**src/rtl/mic1_mem_ctrl_if.sv**
```systemverilog
`default_nettype none
// ============================================================================
// Module      : mic1_mem_ctrl_if
// Description : Bundle of MIC-1 datapath request/result signals and
//               main_memory port signals around the memory controller.
// Revision    : 1.0 - initial release
// ============================================================================
interface mic1_mem_ctrl_if #(
    parameter int ADDR_W = 9,
    parameter int DATA_W = 9,
    parameter int MBR_W  = 8
);
    // datapath -> controller
    logic              rd_req;
    logic              wr_req;
    logic              fetch_req;
    logic [ADDR_W-1:0] mar_in;
    logic [ADDR_W-1:0] pc_in;
    logic [DATA_W-1:0] mdr_in;
    // controller -> datapath
    logic              busy;
    logic [DATA_W-1:0] mdr_out;
    logic              mdr_valid;
    logic [MBR_W-1:0]  mbr_out;
    logic              mbr_valid;
    logic              protocol_err;
    // controller <-> main_memory
    logic              mem_wen;
    logic [ADDR_W-1:0] mem_waddr;
    logic [DATA_W-1:0] mem_wdata;
    logic              mem_ren;
    logic [ADDR_W-1:0] mem_raddr;
    logic [DATA_W-1:0] mem_rdata;

    // Controller side
    modport slave (
        input  rd_req, wr_req, fetch_req, mar_in, pc_in, mdr_in, mem_rdata,
        output busy, mdr_out, mdr_valid, mbr_out, mbr_valid, protocol_err,
        output mem_wen, mem_waddr, mem_wdata, mem_ren, mem_raddr
    );

    // Datapath + memory side
    modport master (
        output rd_req, wr_req, fetch_req, mar_in, pc_in, mdr_in, mem_rdata,
        input  busy, mdr_out, mdr_valid, mbr_out, mbr_valid, protocol_err,
        input  mem_wen, mem_waddr, mem_wdata, mem_ren, mem_raddr
    );
endinterface
`default_nettype wire

```
**src/rtl/mic1_mem_ctrl.sv**
```systemverilog
`default_nettype none
// ============================================================================
// Module      : mic1_mem_ctrl
// Description : MIC-1 memory sequencer. Converts rd/wr/fetch commands into
//               main_memory strobes, arbitrates the single read port between
//               rd and fetch, and routes read data to MDR / MBR two edges
//               after issue. Illegal or rejected requests pulse protocol_err.
// Revision    : 1.0 - initial release
// ============================================================================
module mic1_mem_ctrl #(
    parameter int ADDR_W = 9,
    parameter int DATA_W = 9,
    parameter int MBR_W  = 8
) (
    input  logic              clk,
    input  logic              rst,
    mic1_mem_ctrl_if.slave    bus
);

    typedef enum logic [0:0] {
        IDLE  = 1'b0,
        DEFER = 1'b1
    } state_t;

    state_t            state_q, state_d;
    logic [ADDR_W-1:0] pc_q, pc_d;            // deferred fetch address

    // Read tag pipeline: issue stage (mem_ren cycle) and return stage
    // (mem_rdata valid cycle). fet=1 routes to MBR, fet=0 to MDR.
    logic              iss_vld_q, iss_vld_d;
    logic              iss_fet_q, iss_fet_d;
    logic              ret_vld_q, ret_fet_q;

    logic              wen_q, wen_d;
    logic [ADDR_W-1:0] waddr_q, waddr_d;
    logic [DATA_W-1:0] wdata_q, wdata_d;
    logic              ren_q, ren_d;
    logic [ADDR_W-1:0] raddr_q, raddr_d;
    logic              err_q, err_d;

    logic [DATA_W-1:0] mdr_q, mdr_d;
    logic              mdr_valid_q, mdr_valid_d;
    logic [MBR_W-1:0]  mbr_q, mbr_d;
    logic              mbr_valid_q, mbr_valid_d;

    logic              w_any_req;

    assign w_any_req = bus.rd_req | bus.wr_req | bus.fetch_req;

    // Next-state: command decode, read-port arbitration and result routing
    always_comb begin
        state_d     = state_q;
        pc_d        = pc_q;
        iss_vld_d   = 1'b0;
        iss_fet_d   = 1'b0;
        wen_d       = 1'b0;
        waddr_d     = waddr_q;
        wdata_d     = wdata_q;
        ren_d       = 1'b0;
        raddr_d     = raddr_q;
        err_d       = 1'b0;
        mdr_d       = mdr_q;
        mbr_d       = mbr_q;
        mdr_valid_d = 1'b0;
        mbr_valid_d = 1'b0;

        case (state_q)
            IDLE: begin
                // Write port is independent of the read port
                if (bus.wr_req) begin
                    wen_d   = 1'b1;
                    waddr_d = bus.mar_in;
                    wdata_d = bus.mdr_in;
                end
                // rd+wr share MAR: the write wins, the read is dropped
                if (bus.rd_req && bus.wr_req) begin
                    err_d = 1'b1;
                end
                if (bus.rd_req && !bus.wr_req) begin
                    ren_d     = 1'b1;
                    raddr_d   = bus.mar_in;
                    iss_vld_d = 1'b1;
                    iss_fet_d = 1'b0;
                    // rd owns the port this cycle; park the fetch for one cycle
                    if (bus.fetch_req) begin
                        pc_d    = bus.pc_in;
                        state_d = DEFER;
                    end
                end else if (bus.fetch_req) begin
                    ren_d     = 1'b1;
                    raddr_d   = bus.pc_in;
                    iss_vld_d = 1'b1;
                    iss_fet_d = 1'b1;
                end
            end
            DEFER: begin
                // Issue the parked fetch; anything sampled now is rejected
                ren_d     = 1'b1;
                raddr_d   = pc_q;
                iss_vld_d = 1'b1;
                iss_fet_d = 1'b1;
                state_d   = IDLE;
                if (w_any_req) begin
                    err_d = 1'b1;
                end
            end
            default: begin
                state_d = IDLE;
            end
        endcase

        // Return stage: memory data is valid now, load the target register
        if (ret_vld_q) begin
            if (ret_fet_q) begin
                mbr_d       = bus.mem_rdata[MBR_W-1:0];
                mbr_valid_d = 1'b1;
            end else begin
                mdr_d       = bus.mem_rdata;
                mdr_valid_d = 1'b1;
            end
        end
    end

    // State and output registers; reset discards any in-flight read
    always_ff @(posedge clk or posedge rst) begin
        if (rst) begin
            state_q     <= IDLE;
            pc_q        <= '0;
            iss_vld_q   <= 1'b0;
            iss_fet_q   <= 1'b0;
            ret_vld_q   <= 1'b0;
            ret_fet_q   <= 1'b0;
            wen_q       <= 1'b0;
            waddr_q     <= '0;
            wdata_q     <= '0;
            ren_q       <= 1'b0;
            raddr_q     <= '0;
            err_q       <= 1'b0;
            mdr_q       <= '0;
            mdr_valid_q <= 1'b0;
            mbr_q       <= '0;
            mbr_valid_q <= 1'b0;
        end else begin
            state_q     <= state_d;
            pc_q        <= pc_d;
            iss_vld_q   <= iss_vld_d;
            iss_fet_q   <= iss_fet_d;
            ret_vld_q   <= iss_vld_q;
            ret_fet_q   <= iss_fet_q;
            wen_q       <= wen_d;
            waddr_q     <= waddr_d;
            wdata_q     <= wdata_d;
            ren_q       <= ren_d;
            raddr_q     <= raddr_d;
            err_q       <= err_d;
            mdr_q       <= mdr_d;
            mdr_valid_q <= mdr_valid_d;
            mbr_q       <= mbr_d;
            mbr_valid_q <= mbr_valid_d;
        end
    end

    assign bus.busy         = (state_q == DEFER);
    assign bus.mdr_out      = mdr_q;
    assign bus.mdr_valid    = mdr_valid_q;
    assign bus.mbr_out      = mbr_q;
    assign bus.mbr_valid    = mbr_valid_q;
    assign bus.protocol_err = err_q;
    assign bus.mem_wen      = wen_q;
    assign bus.mem_waddr    = waddr_q;
    assign bus.mem_wdata    = wdata_q;
    assign bus.mem_ren      = ren_q;
    assign bus.mem_raddr    = raddr_q;

endmodule
`default_nettype wire

```
**src/flat_wrapper.sv**
```systemverilog
// flat-port wrapper written by rule: the top's interface ports become plain ports
module mic1_mem_ctrl_flat 
#(
    parameter int ADDR_W = 9,
    parameter int DATA_W = 9,
    parameter int MBR_W  = 8
)
  (clk, rst, bus_rd_req, bus_wr_req, bus_fetch_req, bus_mar_in, bus_pc_in, bus_mdr_in, bus_mem_rdata, bus_busy, bus_mdr_out, bus_mdr_valid, bus_mbr_out, bus_mbr_valid, bus_protocol_err, bus_mem_wen, bus_mem_waddr, bus_mem_wdata, bus_mem_ren, bus_mem_raddr);
  mic1_mem_ctrl_if #(.ADDR_W(ADDR_W), .DATA_W(DATA_W), .MBR_W(MBR_W)) bus_i ();
  input  logic clk;
  input  logic rst;
  input wire logic [$bits(bus_i.rd_req)-1:0] bus_rd_req;
  input wire logic [$bits(bus_i.wr_req)-1:0] bus_wr_req;
  input wire logic [$bits(bus_i.fetch_req)-1:0] bus_fetch_req;
  input wire logic [$bits(bus_i.mar_in)-1:0] bus_mar_in;
  input wire logic [$bits(bus_i.pc_in)-1:0] bus_pc_in;
  input wire logic [$bits(bus_i.mdr_in)-1:0] bus_mdr_in;
  input wire logic [$bits(bus_i.mem_rdata)-1:0] bus_mem_rdata;
  output wire logic [$bits(bus_i.busy)-1:0] bus_busy;
  output wire logic [$bits(bus_i.mdr_out)-1:0] bus_mdr_out;
  output wire logic [$bits(bus_i.mdr_valid)-1:0] bus_mdr_valid;
  output wire logic [$bits(bus_i.mbr_out)-1:0] bus_mbr_out;
  output wire logic [$bits(bus_i.mbr_valid)-1:0] bus_mbr_valid;
  output wire logic [$bits(bus_i.protocol_err)-1:0] bus_protocol_err;
  output wire logic [$bits(bus_i.mem_wen)-1:0] bus_mem_wen;
  output wire logic [$bits(bus_i.mem_waddr)-1:0] bus_mem_waddr;
  output wire logic [$bits(bus_i.mem_wdata)-1:0] bus_mem_wdata;
  output wire logic [$bits(bus_i.mem_ren)-1:0] bus_mem_ren;
  output wire logic [$bits(bus_i.mem_raddr)-1:0] bus_mem_raddr;
  assign bus_i.rd_req = bus_rd_req;
  assign bus_i.wr_req = bus_wr_req;
  assign bus_i.fetch_req = bus_fetch_req;
  assign bus_i.mar_in = bus_mar_in;
  assign bus_i.pc_in = bus_pc_in;
  assign bus_i.mdr_in = bus_mdr_in;
  assign bus_i.mem_rdata = bus_mem_rdata;
  assign bus_busy = bus_i.busy;
  assign bus_mdr_out = bus_i.mdr_out;
  assign bus_mdr_valid = bus_i.mdr_valid;
  assign bus_mbr_out = bus_i.mbr_out;
  assign bus_mbr_valid = bus_i.mbr_valid;
  assign bus_protocol_err = bus_i.protocol_err;
  assign bus_mem_wen = bus_i.mem_wen;
  assign bus_mem_waddr = bus_i.mem_waddr;
  assign bus_mem_wdata = bus_i.mem_wdata;
  assign bus_mem_ren = bus_i.mem_ren;
  assign bus_mem_raddr = bus_i.mem_raddr;
  mic1_mem_ctrl #(.ADDR_W(ADDR_W), .DATA_W(DATA_W), .MBR_W(MBR_W)) u_core (.clk(clk), .rst(rst), .bus(bus_i));
endmodule
```
**config.mk**
```make
export PLATFORM = sky130hd
export DESIGN_NAME = mic1_mem_ctrl_flat
export DESIGN_NICKNAME = d
export VERILOG_FILES = /design/src/rtl/mic1_mem_ctrl_if.sv /design/src/rtl/mic1_mem_ctrl.sv /design/src/flat_wrapper.sv
export SDC_FILE = /design/constraint.sdc
export NUM_CORES = 1
export LEC_CHECK = 0
export BUFFER_PORTS_ARGS = -buffer_cell sky130_fd_sc_hd__clkbuf_2
export CAP_MARGIN = 30
export CORE_MARGIN = 5
export CORE_UTILIZATION = 31
export CTS_CLUSTER_DIAMETER = 60
export DETAILED_ROUTE_END_ITERATION = 8
export SYNTH_ARGS = -nofsm -noshare
export SYNTH_HDL_FRONTEND = slang
export SYNTH_SLANG_ARGS = --single-unit
export TNS_END_PERCENT = 1
```
**constraint.sdc**
```tcl
create_clock -name clk -period 2.5 [get_ports clk]
set_input_delay 0.5 -clock clk [delete_from_list [all_inputs] [get_ports clk]]
set_output_delay 0.5 -clock clk [all_outputs]
set_load 0.02 [all_outputs]
```
==> metrics.txt, run 1 <==
grt ovf=0; delay-heaviest family, CP=flip-flops; Critical Path End Type=output port; Crit Path Class=reg2out; drt first-iter violations=66; worst slew pin tran=around 0.73 ns; total length of routed wires=around 5.6 mm; clock-pin slew on the worst setup and hold paths=0.07 ns; dpl ws=roughly 0.63 ns; Ports=between 90 and 100; Register Area=around 1600 sq um; status=finished, final reports clean; H-tree levels=3; Slew HR=between 50% and 60%; Final Max Slew Viols=0; share of the yosys chip area belonging to registers=62.03%; vias in the first global route=between 1500 and 2000; clk_skew=around 0.0038 ns; # Post-CTS Setup Buffers=0; critical path data required time=2.00 ns; cell count after placement=about 360; Clock Path Buffers=2; synthesis-to-layout area growth=31.62%; antenna violations before repair=0; Final ANT Viol Nets=0; Area contributors post-synth=dfrtp_1, mux2_2, mux2_4, nor2b_1, a211oi_1; clk_lat worst skew=0.33 ns; dpl hpwl=slightly above 4 mm; final non-filler cell total=between 300 and 400; multi-input logic area=roughly 870 sq um; cts repair resizes=0; Synth top area share=slightly above 60%; area leader, netlist=dfrtp_1; I/O Buffers=90; die width=roughly 100 microns; full die area=~10000 sq um; DR vias=~1700; Commonest cells post-synth=dfrtp_1, mux2_2, nor2b_1, nand2_1, nor2_1; cell chain of the critical path=clkbuf_2; Starting Density=between 30 and 40%; crit path time final=roughly 1.7 ns; Syn Inst Count=about 170; Fin. Hold Viols=0; Pwr Total=0.002734 W; Post-Syn Area=approximately 2500 sq um; Diodes inserted=0; CP peak stage delay=~0.64 ns; router iterations before antenna repair=4; count leader, synth=dfrtp_1; max_cap viols=0; Yosys reg bits=62; Finish-stage setup viols=0; ys async rst share=100.0%; PnR worst setup slack=roughly 0.76 ns; Distinct cells, synth=21; DRC=0; Root Buffer=clkbuf_8; Leakage Power=~1.6 nW; EDFF count, synth=0; first-pass GRT wire length=9.204 mm; Global Route Usage Sum=between 10% and 20%; Post-DP Area=slightly above 3000 sq um; Final Net Count=roughly 310; maximum achievable frequency=~580 MHz; layout cells sized above 1=about three fifths; setup_tns=0 ns; Worst Path Buf+Inv=1; CTS Buf Count=9; design area=~3300 sq um; YS warnings=0; largest net degree at the start of global routing=63; crit path launch type=flop; fillcell total=between 700 and 800; Final GP Congestion=~0.77; Hold Crit Class=in2async; arrival time at the worst endpoint=between 1 and 1.5 ns; Top FF cell, synth=dfrtp_1; Clock Sinks=between 60 and 70; row count=32; area of the core=7807 sq um; CP max FO=14; Worst IR Drop VDD=0.4564 mV; unrepaired setup endpoints after global routing=no; Die Height=99.83 microns; CTS tree=done; Vias/cell=about 4.5; CTS Hold Buffers Added=0; Net Count, Synth=between 200 and 250; DR WL/cell=14.77 microns; syn avg cell area=14.37 sq um; Pwr Density=just over 800 nW/um^2; Worst path slowest cell=dfrtp_1; fin crit share=between 60% and 70%
## area by class of cell
type | count | share of cell area, %
flip-flops and latches | 62 | 47.13
multi-input cells | 100 | 26.34
repair buffers | 97 | 15.66
well taps | 102 | 3.877
clock buffers | 9 | 3.763
clock inverters | 7 | 3.003
inverters | 2 | 0.2280
## metal layers
layer	wire, microns	global-route usage [%]
met5	0	0
met4	48	3.256
met3	465	6.254
met2	2781	19.55
met1	2304	14.17
## flip-flops by register name, summed over array words and instances (netlist names)
name / cells
u_core.bus.mem_raddr: 9
u_core.ret_vld_q: 1
u_core.bus.mem_ren: 1
u_core.bus.mdr_valid: 1
u_core.bus.mem_waddr: 9
u_core.bus.mbr_valid: 1
u_core.bus.mem_wdata: 9
u_core.bus.mem_wen: 1
u_core.pc_q: 9
u_core.iss_fet_q: 1
u_core.bus.protocol_err: 1
u_core.bus.busy: 1
u_core.bus.mbr_out: 8
u_core.bus.mdr_out: 9
u_core.ret_fet_q: 1
## logic make-up after synthesis
group / after synthesis / synth area share [%]
flops: 62 / 62.03
mux: 44 / 21.16
simple gates: 36 / 7.604
compound gates: 20 / 5.902
buf+inv: 12 / 3.301
## worst paths after layout
check                                           startpoint                           endpoint  slack, ns  cells after the start
max in group asynchronous                              rst         u_core.pc_q[7]$_DFFE_PP0P_       2.03                      3
worst max register to register   u_core.bus.busy$_DFF_PP0_         u_core.pc_q[5]$_DFFE_PP0P_       0.90                      3
worst max-delay path             u_core.bus.busy$_DFF_PP0_                           bus_busy       0.76                      1
worst min register to register  u_core.iss_fet_q$_DFF_PP0_         u_core.ret_fet_q$_DFF_PP0_       0.35                      0
min in group clk                u_core.iss_fet_q$_DFF_PP0_         u_core.ret_fet_q$_DFF_PP0_       0.35                      0
worst min-delay path                                   rst  u_core.bus.mdr_out[6]$_DFFE_PP0P_       0.21                      3
## layout by cell type, fill, tap and decap left out
| cell | instances |
|---|---|
| clkbuf_2 | 90 |
| dfrtp_1 | 62 |
| mux2_2 | 35 |
| nor2b_1 | 11 |
| nor2_1 | 10 |
| nand2_1 | 10 |
| mux2_4 | 9 |
| a211oi_1 | 9 |
| o31ai_1 | 9 |
| clkbuf_8 | 9 |
| buf_4 | 6 |
| clkinv_4 | 3 |
| bufinv_16 | 2 |
| nand2b_4 | 1 |
| nor3b_2 | 1 |
| nor2b_2 | 1 |
| inv_1 | 1 |
| nor3_1 | 1 |
| a21oi_1 | 1 |
| or3_1 | 1 |
| a21o_1 | 1 |
| inv_2 | 1 |
| clkinvlp_4 | 1 |
| clkinv_2 | 1 |
| buf_12 | 1 |
## stage by stage
step                hold slack, ns  util [%]
detailed placement          0.3387     39.31
CTS                         0.2059     42.16
finish                      0.2084     42.16
global route                0.2123     42.16
floorplan                   0.3312         -
global placement            0.3341     39.31
## power breakdown
| group | internal (W) | switching, W | total, W |
|---|---|---|---|
| clock network | 0.000564 | 0.000401 | 0.000964 |
| registers | 0.00115 | 0.0000758 | 0.00122 |
| logic | 0.000243 | 0.000303 | 0.000546 |
| total | 0.00195 | 0.000780 | 0.00273 |
Power figures use the tool's default switching activity.
==> inputs of run 2 (changes only) <==
- ABC_AREA: unset -> 1
- clock period: 2.5 -> 1.5 ns (I/O delays scaled with it)
==> run 2 against run 1 <==
Effect of this change:
- core utilization down 1.4 points
- largest power group unchanged
- combinational power up 60%
- critical path depth up 4
- register-to-register slack worse by 0.70 ns
- setup slack worse by 0.57 ns
- highest routed layer unchanged
- cell area up 0.84%
- critical path type is now reg2reg
- sequential power up 66%
- cell count up 31%
==> metrics.txt, run 2 <==
status=finished, final reports clean; design area=3319 sq um (+0.84%); Yosys reg bits=62 (unchanged); final core occ=40.81% (-1.4 points); H-tree levels=3 (unchanged); Worst Path Buf+Inv=2 (+1); Hold Crit Class=in2reg; Final Max Slew Viols=0 (unchanged); reg-to-reg startpoint=u_core.bus.busy$_DFF_PP0_; max_cap viols=0 (unchanged); layout cells sized above 1=30.43% (-28 points); drt first-iter violations=123 (+86%); I/O Buffers=90 (unchanged); Root Buffer=clkbuf_8; clock-pin slew on the worst setup and hold paths=0.07 ns (about the same); total length of routed wires=6.691 mm (+20%); Area contributors post-synth=dfrtp_1, nand2_1, nand3_1, o21ai_0, a21oi_1; Finish-stage setup viols=0 (unchanged); Pwr Density=1298 nW/um^2 (+56%); CTS Buf Count=9 (unchanged); Commonest cells post-synth=nand2_1, dfrtp_1, nand3_1, o21ai_0, inv_1; maximum achievable frequency=about 770 MHz; Die Height=100.8 microns (+0.96%); RR Endpoint=u_core.bus.mem_wdata[6]$_DFFE_PP0P_; Post-DP Area=3120 sq um (+1.7%); Worst R2R Setup Slack=0.20 ns (-0.70 ns); CP peak stage delay=0.42 ns (-0.22 ns); area of the core=8134 sq um (+4.2%); Distinct cells, synth=19 (-9.5%); critical path data required time=1.77 ns (-0.23 ns); Worst IR Drop VDD=0.3753 mV (-18%); cts repair resizes=0 (unchanged); fin crit share=86.76%; Net Count, Synth=332 (+54%); grt ovf=0 (unchanged); most frequent cells in the layout=nand2_1, clkbuf_2, dfrtp_1; clk_skew=0.006912 ns (+0.003079 ns); Final ANT Viol Nets=0 (unchanged); Vias/cell=4.496 (-0.59%); Crit Path Class=reg2reg; setup_tns=0 ns (unchanged); die width=100.8 microns (+0.96%); full die area=10160 sq um (+1.9%); Post-Synth XOR/XNOR Area=0% (unchanged); Top FF cell, synth=dfrtp_1; DR vias=2230 (+30%); share of the yosys chip area belonging to registers=60.72% (-1.3 points); Worst Hold Depth=3; largest net degree at the start of global routing=29 (-54%); unrepaired setup endpoints after global routing=no; Leakage Power=1.876 nW (+18%); EDFF count, synth=0 (unchanged); crit path time final=roughly 1.3 ns; metal3 WL=460 microns (-1.1%); clk_lat worst skew=0.33 ns (about the same); Compound-Gate Fraction of Synth Area=5.485% (-0.42 points); Worst Hold End=u_core.bus.mem_wdata[4]$_DFFE_PP0P_; DRC=0 (unchanged); worst slew pin tran=0.5339 ns (-0.1979 ns); Syn Inst Count=291 (+67%); arrival time at the worst endpoint=1.58 ns (+0.34 ns); syn avg cell area=8.780 sq um (-39%); Fin. Hold Viols=0 (unchanged); Global Route Usage Sum=13.75% (+1.6 points); Starting Density=31.41% (-0.62 points); Clock Sinks=62 (unchanged); CP max FO=19 (+5); ys async rst share=100.0% (unchanged); dpl hpwl=4.924 mm (+19%); DR WL/cell=13.49 microns (-8.7%); Slew HR=64.41% (+13 points); most common cell after layout, fill and taps aside=nand2_1; YS warnings=0 (unchanged); Post-Syn Area=2555 sq um (+2.2%); router iterations before antenna repair=5 (+1); crit path launch type=flop; M1 WL=3.194 mm (+39%); Post-Synth Simple-Gate Area=27.72% (+20 points); first-pass GRT wire length=10.90 mm (+18%); uppermost layer routed=met4; Final GP Congestion=0.7929 (+3.5%); Synth top area share=60.72% (-1.3 points); row count=33 (+3.1%); Worst R2R Path Depth=5 (+2); Ports=91 (unchanged); # Post-CTS Setup Buffers=0 (unchanged); worst hold start=bus_mdr_in[4]; adder-cell share of the synthesized area=0% (unchanged); vias in the first global route=2150 (+17%); antenna violations before repair=0 (unchanged); Worst path slowest cell=dfrtp_1; delay-heaviest family, CP=buffers and inverters; WL met2=2.926 mm (+5.2%); Final Net Count=428 (+37%); Clock Path Buffers=2 (unchanged); synthesis-to-layout area growth=29.92%; count leader, synth=nand2_1; CTS tree=done; Critical Path End Type=flop; mux contribution to synthesized area=0% (-21 points); largest family of logic cells by synthesized area=simple AND/OR/NAND/NOR gates; cell chain of the critical path=inv_2, nand2_2, inv_2, nand2_1, nand2_1; area leader, netlist=dfrtp_1; Diodes inserted=0 (unchanged)
run 2: cell count changes after synthesis, sizes merged, moves of 9 or more:
cell | before | now
nand2 | 10 | 132
mux2 | 44 | 0
nand3 | 0 | 28
o21ai | 0 | 18
inv | 2 | 16
nor2b | 12 | 0
a211oi | 9 | 0
a21oi | 1 | 10
o31ai | 9 | 0
run 2: repair_timing:
action                                  CTS  global route
hold buffers                              1             0
endpoints found under the hold margin    15             0
endpoints found under the setup margin    0             0
run 2: logic make-up after synthesis:
kind of cell,count (synthesis)
AND/OR/NAND/NOR,172
flip-flops,62
buffers and inverters,29
AO/OA/AOI/OAI,28
run 2: routing by layer:
metal / track usage, % / vias to the layer above
li1: - / 1103
met1: 19.62 / 1035
met2: 19.75 / 82
met3: 3.045 / 10
met4: 6.425 / 0
met5: 0 / -
run 2: final cells by class:
cell class                 instances  area, sq um
clock inverter                     4        47.55
fill                             848         4815
inverter                          17        68.82
tap                              105        131.4
sequential                        62         1551
clock buffer                      11        141.4
timing repair buffer              97        530.5
multi-input combinational        200        848.3
run 2: worst max-delay path by stage:
| stage | startpoint | to | slack (ns) | depth (start not counted) |
|---|---|---|---|---|
| 5_1_grt | u_core.bus.busy$_DFF_PP0_ | u_core.bus.mem_wdata[6]$_DFFE_PP0P_ | 0.03 | 5 |
| 6_report | u_core.bus.busy$_DFF_PP0_ | u_core.bus.mem_wdata[6]$_DFFE_PP0P_ | 0.20 | 5 |
| 2_1_floorplan | u_core.bus.busy$_DFF_PP0_ | u_core.bus.mem_raddr[0]$_DFFE_PP0P_ | 0.29 | 6 |
| 4_1_cts | u_core.bus.busy$_DFF_PP0_ | u_core.bus.mem_waddr[1]$_DFFE_PP0P_ | 0.18 | 5 |
| 3_5_place_dp | bus_rd_req | u_core.pc_q[4]$_DFFE_PP0P_ | 0.20 | 7 |
| 3_3_place_gp | bus_rd_req | u_core.pc_q[0]$_DFFE_PP0P_ | 0.20 | 7 |
run 2: worst reg2reg max path, cell delays in order (launching register included):
cell	delay (ns)
dfrtp_1	0.42
inv_2	0.21
nand2_2	0.17
inv_2	0.29
nand2_1	0.10
nand2_1	0.07
run 2: where the power goes:
group          internal [W]  switching (W)  leakage [nW]  total, W
Combinational      0.000292       0.000580          1.02  0.000872
Clock              0.000798       0.000618        0.0952   0.00142
Sequential          0.00190       0.000124         0.758   0.00202
run 2: stage by stage:
step | power [W] | setup WS, ns | hold WS [ns] | instances
final | 0.004310 | 0.1985 | 0.1582 | 496
after global routing | 0.004557 | 0.03150 | 0.1615 | 496
after CTS | 0.004376 | 0.1770 | 0.1428 | 496
after detailed placement | 0.002931 | 0.1963 | 0.3301 | 480
after global placement | 0.002921 | 0.1992 | 0.3241 | 480
after floorplan | 0.002582 | 0.2856 | 0.3312 | 291
